## config.mk

```make
export PLATFORM = sky130hd
export DESIGN_NAME = gpio_reg_bank
export DESIGN_NICKNAME = d
export VERILOG_FILES = /design/src/rtl/gpio_reg_bank.sv
export SDC_FILE = /design/constraint.sdc
export NUM_CORES = 1
export LEC_CHECK = 0
export BUFFER_PORTS_ARGS = -buffer_cell sky130_fd_sc_hd__buf_2
export CORE_ASPECT_RATIO = 0.8
export CORE_MARGIN = 2
export CORE_UTILIZATION = 35
export DETAILED_ROUTE_END_ITERATION = 10
export PLACE_DENSITY_LB_ADDON = 0.1
export SLEW_MARGIN = 25
export SYNTH_ARGS = -nofsm -noshare
export SYNTH_HDL_FRONTEND = slang
export SYNTH_SLANG_ARGS = --single-unit
```

## constraint.sdc

```tcl
create_clock -name clk -period 5.1 [get_ports clk]
set_input_delay 1.02 -clock clk [delete_from_list [all_inputs] [get_ports clk]]
set_output_delay 1.02 -clock clk [all_outputs]
set_load 0.005 [all_outputs]
```

## src/rtl/gpio_reg_bank.sv

```systemverilog
// GPIO-strobed register bank: trigger pulses plus byte-serial wide config registers.
// Define GPIO_READBACK_EN to add the byte-wise readback shift path.
module gpio_reg_bank #(
    parameter int                ADDR_W    = 16,
    parameter int                DATA_W    = 8,
    parameter int                NUM_REGS  = 8,
    parameter int                REG_W     = 32,
    parameter logic [ADDR_W-1:0] REG_BASE  = 16'h0020,
    parameter int                NUM_TRIG  = 2,
    parameter logic [ADDR_W-1:0] TRIG_BASE = 16'h0000,
    parameter logic [ADDR_W-1:0] RD_BASE   = 16'h0040
) (
    input  logic                         clk,
    input  logic                         rst,
    input  logic [ADDR_W+DATA_W:0]       gpio_in,
    output logic [NUM_REGS*REG_W-1:0]    cfg_regs,
    output logic [NUM_REGS-1:0]          cfg_valid,
    output logic [NUM_TRIG-1:0]          trig_out,
    output logic                         seq_err,
    output logic [DATA_W-1:0]            rd_data,
    output logic                         rd_valid
);
    localparam int IN_W  = ADDR_W + DATA_W + 1;
    localparam int BPR   = REG_W / DATA_W;
    localparam int CNT_W = (BPR > 1) ? $clog2(BPR) : 1;
    localparam int IDX_W = (NUM_REGS > 1) ? $clog2(NUM_REGS) : 1;
    localparam logic [CNT_W-1:0] LAST_BYTE = CNT_W'(BPR - 1);

    logic [IN_W-1:0] sync1_q, sync2_q;
    logic            prev_q;
    logic [1:0]      arm_q, arm_d;

    // Whole bus is synchronized together; arm_q blocks events until prev_q has seen a real synced strobe.
    always_ff @(posedge clk or negedge rst) begin
        if (!rst) begin
            sync1_q <= '0;
            sync2_q <= '0;
            prev_q  <= 1'b0;
            arm_q   <= '0;
        end else begin
            sync1_q <= gpio_in;
            sync2_q <= sync1_q;
            prev_q  <= sync2_q[IN_W-1];
            arm_q   <= arm_d;
        end
    end

    always_comb arm_d = (arm_q == 2'd3) ? arm_q : arm_q + 2'd1;

    logic [ADDR_W-1:0] addr_s, trig_off, reg_off;
    logic [DATA_W-1:0] data_s;
    logic              wr_ev, trig_hit, reg_hit;
    logic [IDX_W-1:0]  reg_idx;

    always_comb begin
        addr_s   = sync2_q[ADDR_W-1:0];
        data_s   = sync2_q[ADDR_W +: DATA_W];
        wr_ev    = sync2_q[IN_W-1] && !prev_q && (arm_q == 2'd3);
        trig_off = addr_s - TRIG_BASE;
        reg_off  = addr_s - REG_BASE;
        trig_hit = wr_ev && (trig_off < ADDR_W'(NUM_TRIG));
        reg_hit  = wr_ev && (reg_off < ADDR_W'(NUM_REGS));
        reg_idx  = reg_off[IDX_W-1:0];
    end

    logic [REG_W-1:0]    shadow_q, shadow_d, shifted;
    logic [CNT_W-1:0]    cnt_q, cnt_d, cnt_eff;
    logic [IDX_W-1:0]    idx_q, idx_d;
    logic [REG_W-1:0]    regs_q [NUM_REGS];
    logic [REG_W-1:0]    regs_d [NUM_REGS];
    logic [NUM_REGS-1:0] cfg_valid_q, cfg_valid_d;
    logic [NUM_TRIG-1:0] trig_q, trig_d;
    logic                seq_err_q, seq_err_d;

    always_comb begin
        // NOTE: every _d takes a default first, so no path through this block can infer a latch.
        shadow_d    = shadow_q;
        cnt_d       = cnt_q;
        idx_d       = idx_q;
        regs_d      = regs_q;
        cfg_valid_d = '0;
        trig_d      = '0;
        seq_err_d   = 1'b0;
        cnt_eff     = '0;
        shifted     = (shadow_q << DATA_W) | REG_W'(data_s);
        for (int j = 0; j < NUM_TRIG; j++) begin
            trig_d[j] = trig_hit && (trig_off == ADDR_W'(j));
        end
        if (reg_hit) begin
            // A byte for a different register abandons the partial sequence and restarts at byte 0.
            if (cnt_q != '0 && reg_idx != idx_q) begin
                seq_err_d = 1'b1;
            end else begin
                cnt_eff = cnt_q;
            end
            if (cnt_eff == LAST_BYTE) begin
                regs_d[reg_idx]      = shifted;
                cfg_valid_d[reg_idx] = 1'b1;
                cnt_d                = '0;
            end else begin
                cnt_d = cnt_eff + CNT_W'(1);
            end
            shadow_d = shifted;
            idx_d    = reg_idx;
        end
    end

    always_ff @(posedge clk or negedge rst) begin
        if (!rst) begin
            shadow_q    <= '0;
            cnt_q       <= '0;
            idx_q       <= '0;
            cfg_valid_q <= '0;
            trig_q      <= '0;
            seq_err_q   <= 1'b0;
            // NOTE: the register array is reset because cfg_regs must read zero out of reset.
            for (int i = 0; i < NUM_REGS; i++) regs_q[i] <= '0;
        end else begin
            shadow_q    <= shadow_d;
            cnt_q       <= cnt_d;
            idx_q       <= idx_d;
            cfg_valid_q <= cfg_valid_d;
            trig_q      <= trig_d;
            seq_err_q   <= seq_err_d;
            regs_q      <= regs_d;
        end
    end

    always_comb begin
        for (int i = 0; i < NUM_REGS; i++) cfg_regs[i*REG_W +: REG_W] = regs_q[i];
    end

    assign cfg_valid = cfg_valid_q;
    assign trig_out  = trig_q;
    assign seq_err   = seq_err_q;

`ifdef GPIO_READBACK_EN
    logic [REG_W-1:0]  rb_q, rb_d;
    logic [CNT_W-1:0]  rb_cnt_q, rb_cnt_d;
    logic              rb_valid_q, rb_valid_d;
    logic [ADDR_W-1:0] rd_off;

    always_comb begin
        rb_d       = rb_q;
        rb_cnt_d   = rb_cnt_q;
        rb_valid_d = rb_valid_q;
        rd_off     = addr_s - RD_BASE;
        if (wr_ev && rd_off == '0 && 32'(data_s) < NUM_REGS) begin
            rb_d       = regs_q[data_s[IDX_W-1:0]];
            rb_cnt_d   = '0;
            rb_valid_d = 1'b1;
        end else if (wr_ev && rd_off == ADDR_W'(1) && rb_valid_q) begin
            // Advancing past the last byte empties the register so rd_data drops to zero.
            if (rb_cnt_q == LAST_BYTE) begin
                rb_d       = '0;
                rb_cnt_d   = '0;
                rb_valid_d = 1'b0;
            end else begin
                rb_d     = rb_q << DATA_W;
                rb_cnt_d = rb_cnt_q + CNT_W'(1);
            end
        end
    end

    always_ff @(posedge clk or negedge rst) begin
        if (!rst) begin
            rb_q       <= '0;
            rb_cnt_q   <= '0;
            rb_valid_q <= 1'b0;
        end else begin
            rb_q       <= rb_d;
            rb_cnt_q   <= rb_cnt_d;
            rb_valid_q <= rb_valid_d;
        end
    end

    assign rd_data  = rb_q[REG_W-1 -: DATA_W];
    assign rd_valid = rb_valid_q;
`else
    assign rd_data  = '0;
    assign rd_valid = 1'b0;
`endif

endmodule

```

Yosys cells after proc, flatten, opt, wreduce, memory -nomap -nowiden

Cells that the tools add are included.

Flip-flop bits (word level): 349
Output and inout bits: 276
Logic and storage cells: 58

Add/sub/neg operators: 3
$lt $le $gt $ge: 6
Equality and inequality tests: 4
Multiplexer cells: 12
Bitwise logic cells: 2
Reduce and logical (&&, ||, !) cells: 13

Operator list:

| cell                    | count |
|---|---|
| $bwmux W256             | 1 |
| $demux W32 S3           | 1 |
| $mux W32                | 1 |
| $or A32 B8 Y32          | 1 |
| $eq A16 B1 Y1 const B   | 1 |
| $logic_not A16 Y1       | 1 |
| $lt A16 B2 Y1 const B   | 1 |
| $lt A16 B4 Y1 const B   | 1 |
| $mux W8                 | 2 |
| $sub A16 B6 Y16 const B | 1 |
| $logic_and A1 B1 Y1     | 9 |
| $mux W2                 | 3 |
| $add A2 B1 Y2 const B   | 2 |
| $eq A2 B2 Y1 const B    | 2 |
| $ge A4 B4 Y1 const B    | 1 |
| $lt A3 B4 Y1 const B    | 1 |
| $lt A4 B1 Y1 const B    | 1 |
| $not A3 Y4              | 1 |
| $demux W1 S3            | 1 |
| $ge A3 B1 Y1 const B    | 1 |
| $mux W1                 | 3 |
| $ne A3 B3 Y1            | 1 |
| $reduce_and A2 Y1       | 1 |
| $reduce_bool A2 Y1      | 1 |
| $logic_not A1 Y1        | 1 |

Longest topological paths before layout

Gate-level depths: netlist (run 1).

Depth in word-level cells: 8
Mapped depth: 10

Worst setup path before layout (run 1)

OpenSTA, ideal clock, no wires.

Kind: register to register
Start point: register sync2_q[0]
End point: register regs_q (netlist bit cfg_regs[161])
Library setup time: 0.128 ns
Arrival time: 2.663 ns
Setup slack: 2.310 ns
Stages on the path, launching flop included: 10
Path buffers: 3
Clock period less this slack: 2.790 ns
Cell sequence: dfrtp_1 clkbuf_1 xor2_1 nor4_1 ha_1 nand4_2 or4_1 clkbuf_1 buf_2 mux2_1

Longest elaborated chain between the ends: 7

RTL lines:

| item                                                                 | line   | text |
|---|---|---|
| start, declared                                                      | 29     | `logic [IN_W-1:0] sync1_q, sync2_q;` |
| start signal, assigned                                               | 42     | `sync2_q <= sync1_q;` |
| $sub A16 B6 Y16 (*)                                                  | 60     | `reg_off = addr_s - REG_BASE;` |
| $not A3 Y4 (not written as such) or $ne A3 B3 Y1 (tied branches)     | 97, 91 |  |
| $ge A4 B4 Y1 (not written as such) (tied with other cells)           | 97     | `regs_d[reg_idx] = shifted;` |
| $logic_and A1 B1 Y1 (not written as such) or $mux W2 (tied branches) | 97, 91 |  |
| $mux W32 (not written as such) or $mux W2 (tied branches)            | 97, 89 |  |
| $demux W32 S3 or $eq A2 B2 Y1 (tied branches)                        | 97, 96 |  |
| $bwmux W256 or $reduce_and A2 Y1 (tied branches)                     | n/a    |  |
| end signal, assigned                                                 | 125    | `regs_q <= regs_d;` |
| end, declared                                                        | 69     | `logic [REG_W-1:0] regs_q [NUM_REGS];` |

Every way passes the cells marked *; elsewhere a longest branch is shown, timed or not. The select of a mux whose other input is x is not followed.
A chain may end at the register's enable or synchronous reset.

Worst setup path in the final report (run 1)

Start point: register sync2_q[0]
End point: register regs_q (netlist bit cfg_regs[236])

Same word-level chain as after synthesis.

==> impl_summary.md, run 1 <==
Run status
The flow ran to the end, and the final reports show no timing, DRC or antenna violations.

Global routing
In the global route stage, met3 resource usage came out at 4.08%. Summed over all layers, the global routing overflow is 0. The global routing usage on met2 is 27.2%. The via count of the first global-routing pass is 7512.

The initial antenna violation count is 0. The pin count of the biggest net entering global routing is 117. The layer flagged by global routing as most heavily used is met2. The first global-routing pass estimated 48.5 mm of wire.

Global routing consumed, over all layers together, 17.0% of the routing resources. In the global route stage, met1 resource usage came out at 23.2%.

Clocking
The clock-pin transition on the worst setup and hold timing paths is 60 ps. The number of setup buffers added after CTS is 0. The number of buffers inserted during clock tree synthesis is 38. After clock tree synthesis, the flow added hold-fix buffers numbering 0.

The tree is rooted in a clkbuf_16. The maximum clock insertion buffer count is 3. Clock latency on the worst-skew pair, taken at its later pin, is 530 ps. The clock tree synthesis step divided the H-tree into 2 levels. The clock drives 349 sinks. The number of gates resized after cts is 0. The clock tree from TritonCTS is done.

Critical path
The slowest library cell on the worst path is or4_2. The launch point of the critical path is sync2_q[0]$_DFF_PN0_. The critical register-to-register path startpoint is sync2_q[0]$_DFF_PN0_. Along the worst path, the maximum fanout reaches 32. The dominant delay contributor by cell family on the critical path is simple AND/OR/NAND/NOR gates. The category of the worst setup path launch point is a flop. The largest single stage delay on the critical path is 1110 ps.

STA classifies the critical path endpoint as a flop. The critical path goes through xor2_1 -> nor4_1 -> ha_1 -> nand4_1 -> or4_2 -> mux2_1. By startpoint and endpoint, the worst setup path is classified as reg2reg.

The buffering stage count on the worst path with inverters included is 0. For the worst setup path, the data arrival time is 4080 ps. At the worst endpoint, the required time is 5490 ps.

Timing
The total setup violations reported at the end of the flow is 0. The count of pins over their slew limit is 0. The number of hold-slack violations in the final timing report was 0. Setup total negative slack on the finished layout was measured at 0 ps.

The worst hold margin is 347 ps. Based on the critical path, the design can be clocked at up to 271 MHz. The transition time at the pin with the least slew margin is 976 ps. Setup repair after global routing left no endpoint under its margin. Clock skew on the completed layout was measured at 20.2 ps. The worst slew margin relative to its limit is 35.0%. The final critical path takes up 72.3% of the cycle. After layout, the minimum clock period comes to 3690 ps.

Worst hold path
The startpoint identified for the worst hold timing path is sync1_q[18]$_DFF_PN0_. The tightest min-delay check is of the reg2reg type.

Yosys
The xor and xnor fraction of the mapped netlist area is 0.345%. The area fraction of the dominant cell type after synthesis is 68.8%. The average instance in the mapped netlist occupies 16.9 sq um.

In the synthesized netlist, mux cells make up 25.4% of the area. In this run the cell area of the synthesized design comes to 12700 sq um. The post-synthesis compound-gate area fraction is 0%.

The combinational family with the most area after synthesis is multiplexers. Summing the areas of all and, or, nand and nor instances in the mapped netlist gives 2.59% of the synthesized area. Sequential cells were found to cover 68.8% of the synthesized design area. Counting every instance in the synthesized netlist gives 749.

The post-synthesis cell type count is 29. The flop and latch count out of synthesis is 349. By area the synthesized netlist is led by dfrtp_1 69%, mux2_2 14%, mux2_1 11%, buf_2 0.87%, nor4_2 0.59%. For this run, the number of Yosys warnings is 0.

The adder-cell share of the synthesized area is 0.296%. Of all cell types, the one taking the most synthesized area is dfrtp_1.

Drt
The average wire length per cell after detail routing is 20.4 um. The routed via count divided by cell count is 4.61. The number of remaining DRC errors is 0. Before antenna repair, the detailed router went through 4 iterations. The detailed router finished its first iteration with 298 violations.

The count of antenna-violating nets left after detailed routing is 0. The routed design has 31.7 mm of wire. The routed via count is 7148.

Placed design
In this run the cell area measured after placement is 14700 sq um. In this run the tool buffered the top-level ports with 293 buffer cells. At the end of routability-driven placement, the weighted congestion stood at 0.718. Counting tap cells, the placed design contains a total of 1487 instances. The HPWL after detailed placement is 20.6 mm.

Floorplanning
In this run the horizontal extent of the chip is 217 um. The floorplan step set the die height to 174 um. In this run the count of I/O pins placed on the die edge is 303. Once the floorplan was initialized, standard cells occupied 35.4% of the core.

The initialized floorplan defines 62 standard-cell rows. The area of the core region is 35800 sq um. The floorplan step defined a die boundary enclosing 37800 sq um.

Power and ir drop
The combinational power share is 1.5%. In this run, the clock network consumes 48.7% of the power. The design draws 5.64 mW.

Sequential cells account for 49.9% of the total power. The worst-case IR drop observed on VDD is 0.193 mV. Of the total power, the share spent switching nets is 20.8%. The total internal power is 4.47 mW. For this design the ratio of total power to cell area is 353 nW/um^2. For this design the static power due to leakage is 8.92 nW. The net switching component of the power is 1.17 mW.

Layout
The ratio of cells with drive above 1 in the final layout is 49.8%. The count of antenna diodes in the layout is 0. The area growth from synthesis to layout is 25.9%. Once layout is done, the placed cells without fillers occupy 16000 sq um. The number of filler cells placed in the layout is 3341. The post-layout net count is 1077. The count of non-filler cells in the finished layout is 1551.

Flow run
The tool flagged a number of max-cap violations equal to 0.
==> logic make-up (layout without fill, tap and decap cells) <==
group                    count (synthesis)  count (layout)
flip-flops                             349             349
multiplexers                           286             286
buffers and inverters                   63             377
AND/OR/NAND/NOR                         42              42
XOR/XNOR                                 5               5
adder cells (fa/ha/maj)                  3               3
other                                    1               9
==> power by group through the flow <==
stage                     clock network (mW)  registers [mW]  logic [mW]
after floorplan                            0            2.85      0.0188
after global placement                     0            2.86      0.0874
after detailed placement                   0            2.86      0.0871
after CTS                               2.84            2.81      0.0870
after global routing                    2.95            2.81      0.0973
final                                   2.74            2.81      0.0820
==> sequential cells by signal, indices dropped and copies added, names as in the netlist <==
register / cells
cfg_regs: 256
sync1_q: 25
sync2_q: 25
shadow_q: 24
cfg_valid: 8
idx_q: 3
arm_q: 2
cnt_q: 2
trig_out: 2
prev_q: 1
seq_err: 1
==> metal layers <==
layer,part of all wire [%],vias to the layer above
met5,0,-
met4,2.0,0
met3,4.9,42
met2,47,165
met1,46,3729
li1,-,3212
==> synth_stat cells <==
cell type and count:
clkbuf_1 7, nor4b_4 1, nor4_2 6, buf_6 3
conb_1 1, buf_1 16, or4_1 4, mux2i_1 1
nor2_1 4, buf_2 22, mux2_1 129, mux2_2 156
inv_1 5, or3_1 2, ha_1 3, nor4_4 1
nand2_1 5, xnor2_1 2, nor4_1 7, nand4_2 2
nor3b_1 2, dfrtp_1 349, buf_4 9, xor2_1 3
nand4_1 1, nor3_1 4, nor4bb_1 1, and2_1 2
clkinv_1 1
==> area by class of cell <==
class,count,area (sq um),area share (%)
repair buffers,307,1640,10.3
inverters,6,22.5,0.141
clock inverters,9,100,0.627
well taps,480,601,3.76
flip-flops and latches,349,8730,54.7
clock buffers,55,1150,7.19
multi-input cells,345,3720,23.3
==> through the flow <==
stage | util (%) | setup WS (ps)
floorplan | - | 2310
detailed placement | 41.1 | 1410
global placement | 41.1 | 1530
finish | 44.6 | 1410
global route | 44.6 | 1170
CTS | 44.6 | 1380
==> path summary, 6_finish.rpt <==
| check | endpoint | slack (ps) | depth (start not counted) |
|---|---|---|---|
| worst max-delay path | cfg_regs[236]$_DFFE_PN0P_ | 1410 | 6 |
| worst min-delay path | sync2_q[18]$_DFF_PN0_ | 350 | 0 |
| worst max register to register | cfg_regs[236]$_DFFE_PN0P_ | 1410 | 6 |
| worst min register to register | sync2_q[18]$_DFF_PN0_ | 350 | 0 |
| max in group asynchronous | cfg_regs[122]$_DFFE_PN0P_ | 3470 | 2 |
| min in group asynchronous | sync1_q[17]$_DFF_PN0_ | 540 | 1 |
==> cells in the final DEF (no fill, tap or decap), types with 3 or more instances in the layout <==
cell	instances
nor3_1	3
clkbuf_1	7
inv_1	5
buf_2	292
xor2_1	3
buf_4	9
clkinv_2	5
ha_1	3
clkbuf_16	41
nand2_1	5
clkbuf_8	7
dfrtp_1	349
conb_1	9
buf_12	5
nor4_4	7
mux2_2	156
nor4_1	7
mux2_1	129
nor2_1	4
No activity file was read; power rests on OpenSTA's default activity.
==> run 2, diff against run 1 <==
--- a/config.mk
+++ b/config.mk
@@ -5,6 +5,7 @@
 export SDC_FILE = /design/constraint.sdc
 export NUM_CORES = 1
 export LEC_CHECK = 0
+export ABC_AREA = 1
 export BUFFER_PORTS_ARGS = -buffer_cell sky130_fd_sc_hd__buf_2
 export CORE_ASPECT_RATIO = 0.8
 export CORE_MARGIN = 2
==> constraint.sdc (replaced) <==
create_clock -name clk -period 3.1 [get_ports clk]
set_input_delay 0.62 -clock clk [delete_from_list [all_inputs] [get_ports clk]]
set_output_delay 0.62 -clock clk [all_outputs]
set_load 0.005 [all_outputs]
==> impl_summary.md, run 2 <==
Yosys
The post-synthesis async set-or-reset flop share is 100% (unchanged). The mean instance size in the synthesized netlist is 10.2 sq um (-40%). The flop and latch count out of synthesis came to 349 (unchanged). The most used flip-flop cell after synthesis is dfrtp_1.

The number of enable flip-flop cells after synthesis came to 0 (unchanged). The sequential area share after synthesis is 68.4% (-0.46 points). The warning count from the yosys run is 0 (unchanged). The number of instances in the synthesized netlist is 1252 (+67%). The post-synthesis cell type count is 21 (-28%). In the synthesized netlist, the cells that appear most often are 349 x dfrtp_1, 344 x nand2_1, 204 x o21ai_0, 149 x inv_1, 49 x nand4_1. The cell area after synthesis is 12800 sq um (+0.67%). The area fraction of the dominant cell type after synthesis is 68.4% (-0.46 points). The most frequent cell after synthesis is dfrtp_1.

After synthesis, the cell types taking the most area are dfrtp_1 68%, nand2_1 10%, o21ai_0 8.0%, inv_1 4.4%, nand4_1 2.4%. The dominant cell type by area after synthesis is dfrtp_1.

Layout
The area growth from synthesis to layout is 25.5%. The total non-filler cell area in the finished layout is 16000 sq um (+0.39%). The flip-flop count of the largest register after layout is 256 (unchanged).

The ratio of cells with drive above 1 in the final layout was 25.1% (-25 points). The post-layout net count is 1569 (+46%). The library cells used most frequently in the layout, excluding fill and tap cells, are 349 x dfrtp_1, 344 x nand2_1, 292 x buf_2. The number of filler cells placed in the layout is 3491 (+4.5%).

The commonest non-fill, non-tap cell in the layout is dfrtp_1.

Flow run
The count of max-cap constraint violations is 0 (unchanged).

Drt
The number of remaining DRC errors came to 0 (unchanged). The number of iterations in the first detailed-routing pass is 5 (+1). The count of antenna-violating nets left after detailed routing is 0 (unchanged). The average wire length per cell after detail routing came to 18.0 um (-12%). The routed via count is 9340 (+31%). The total wire length after detailed routing was 36.8 mm (+16%). The routed via count divided by cell count is 4.56 (-1.0%).

The iteration-0 DRC count of the detailed router came to 698 (+130%).

Power and ir drop
The combinational power share came to 1.8% (+0.3 points). The highest ir drop seen on vdd is 0.368 mV (+91%). The areal power density over the cells came to 589 nW/um^2 (+67%).

The net switching component of the power came to 1.98 mW (+69%). The net switching share of the total power was 20.9% (+0.19 points). The fraction of power consumed by sequential logic came to 48.7% (-1.2 points). The total internal power is 7.47 mW (+67%). The leakage component of the power came to 8.82 nW (-1.1%). The power share of the clock group was 49.4% (+0.7 points).

Global routing
The wire length of the first global-routing pass was 56.0 mm (+16%). The pin count of the biggest net entering global routing is 69 (-41%). The via count of the first global-routing pass came to 8777 (+17%). The remaining global-route overflow came to 0 (unchanged).

The overall track demand over capacity in global routing came to 19.5% (+2.5 points). The initial antenna violation count is 4 (+4).

Timing
The total setup violations reported at the end of the flow is 0 (unchanged). The maximum clock rate is 380 MHz (+40%). The final clock period utilization by the worst path is 84.8% (+13 points). The post-route minimum period is 2630 ps (-1060 ps). Setup repair after global routing left no endpoint under its margin. The worst slew margin relative to its limit came to 56.1% (+21 points). The transition time at the pin with the least slew margin is 658 ps (-317 ps). The count of pins over their slew limit is 0 (unchanged). The number of hold-slack violations in the final timing report was 0 (unchanged). The accumulated negative setup slack is 0 ps (unchanged). The final worst-path setup slack came to 472 ps (-942 ps). The post-route clock skew is 15.8 ps (-4.38 ps).

Placed design
The count of port buffers added during placement is 293 (unchanged). The post-placement cell area is 14700 sq um (about the same). The HPWL after detailed placement is 24.2 mm (+18%). The worst slack after detailed placement is 469 ps (-938 ps). The final RePlAce weighted congestion was 0.772 (+7.5%).

Floorplanning
The area of the core region is 35900 sq um (+0.22%). The initial core utilization was 35.6% (+0.16 points). The count of boundary I/O pins is 303 (unchanged). The area of the die is 38000 sq um (+0.66%). The die extent in y is 175 um (+0.33%).

The number of standard-cell rows in the floorplan is 62 (unchanged). The horizontal die dimension is 218 um (+0.33%).

Critical path
The worst register-to-register path begins at sync2_q[0]$_DFF_PN0_. The instance count on the critical path was 10 (+4). The slowest stage of the critical path belongs to the cell nor3_2. The maximum fanout count along the critical path is 65 (+100%).

Traced cell by cell, the critical path runs through xnor2_1 -> nand3_1 -> nor2_1 -> ha_1 -> inv_1 -> nor3_2 -> nand3_2 -> buf_4 -> nand2_1 -> o21ai_0. Grouping stages by cell kind, the critical path spends the most delay in simple AND/OR/NAND/NOR gates. The biggest cell delay along the critical path is 550 ps (-560 ps). The category of the worst setup path launch point is a flop. The kind of critical path is reg2reg. The worst register-to-register path ends at cfg_regs[186]$_DFFE_PN0P_.

The depth of the most critical reg-to-reg path is 10 (+4). The reg2reg setup slack is 470 ps (-940 ps). The required arrival time at the worst endpoint was 3480 ps (-2010 ps). STA classifies the critical path endpoint as a flop. The data arrival time of the worst path came to 3010 ps (-1070 ps). The buffering stage count on the worst path with inverters included is 2 (+2). The most critical setup path has its startpoint at sync2_q[0]$_DFF_PN0_.

Clocking
The number of buffers inserted during clock tree synthesis was 38 (unchanged). The CTS sink count is 349 (unchanged). The maximum level of the CTS H-tree came to 2 (unchanged). The number of gates resized after cts is 0 (unchanged). The total setup buffers inserted after CTS is 0 (unchanged). The hold-fix buffer count after cts is 0 (unchanged). The maximum clock insertion buffer count is 3 (unchanged). The clock-pin transition on the worst setup and hold timing paths was 60 ps (about the same). TritonCTS built the clock tree. The cell at the root of the clock tree is clkbuf_16. The insertion delay of the later-clocked pin in the worst-skew pair is 530 ps (about the same).

Run status
The flow ran to the end, and the final reports show no timing, DRC or antenna violations.

Worst hold path
The path class of the tightest hold or removal check is in2async.
## run 2: changes by cell type after synthesis, moves of 10 or more
cell	delta
nand2_1	+339
o21ai_0	+204
mux2_2	-155
inv_1	+144
mux2_1	-129
nand4_1	+48
o21ai_1	+35
clkbuf_1	+22
buf_1	-16
buf_2	+13
nor2_1	+10
## run 2: how the worst max path moves through the flow
stage	end
final	cfg_regs[186]$_DFFE_PN0P_
after global routing	cfg_regs[185]$_DFFE_PN0P_
after CTS	cfg_regs[186]$_DFFE_PN0P_
after detailed placement	cfg_regs[186]$_DFFE_PN0P_
after global placement	cfg_regs[167]$_DFFE_PN0P_
after floorplan	cfg_regs[66]$_DFFE_PN0P_
## run 2: worst reg2reg max path, stage by stage, from the launching register on
cell     delay (ps)
dfrtp_1         520
xnor2_1         160
nand3_1         130
nor2_1          160
ha_1            180
inv_1            90
nor3_2          550
nand3_2         120
buf_4           310
nand2_1         180
o21ai_0          80
## run 2: power groups by stage
stage                     clock (mW)  sequential, mW  combinational, mW
final                           4.67            4.60              0.174
after global routing            5.00            4.60              0.202
after CTS                       4.80            4.60              0.184
after detailed placement           0            4.69              0.184
after global placement             0            4.69              0.183
after floorplan                    0            4.68             0.0449
## run 2: cells by family (layout without fill, tap and decap cells)
family / Yosys count / after routing / synth area share, %
compound gates: 239 / 239 / 9.37
xor+xnor: 4 / 4 / 0.274
fa+ha+maj: 3 / 3 / 0.294
buf+inv: 231 / 536 / 7.78
flops: 349 / 349 / 68.4
mux: 1 / 1 / 0.0882
other cells: 1 / 11 / 0.0294
simple gates: 424 / 424 / 13.8
## run 2: final cells by class
| type | count | area, sq um | share of cell area, % |
|---|---|---|---|
| Antenna cell | 2 | 5.00 | 0.0312 |
| Clock buffer | 56 | 1160 | 7.25 |
| Clock inverter | 10 | 131 | 0.819 |
| Inverter | 150 | 563 | 3.51 |
| Multi-Input combinational cell | 680 | 3110 | 19.4 |
| Sequential cell | 349 | 8730 | 54.5 |
| Tap cell | 480 | 601 | 3.75 |
| Timing Repair Buffer | 320 | 1730 | 10.8 |
## run 2: stage by stage
| step | std cells | utilization [%] | total power, mW | hold slack [ps] |
|---|---|---|---|---|
| after CTS | 2045 | 44.6 | 9.59 | 80.0 |
| final | 2047 | 44.6 | 9.45 | 64.1 |
| after global routing | 2045 | 44.6 | 9.81 | 94.1 |
| after global placement | 1979 | 41.0 | 4.87 | 334 |
| after detailed placement | 1979 | 41.0 | 4.87 | 335 |
| after floorplan | 1260 | - | 4.73 | 324 |
## run 2: routing by layer
metal | share of wire [%] | wire length [um] | track usage (%) | vias to the layer above
met3 | 6.4 | 2350 | 4.68 | 55
met4 | 1.8 | 647 | 4.57 | 4
li1 | - | - | - | 4516
met2 | 45 | 16600 | 29.7 | 230
met1 | 47 | 17300 | 28.0 | 4535
met5 | 0.073 | 27 | 0 | -
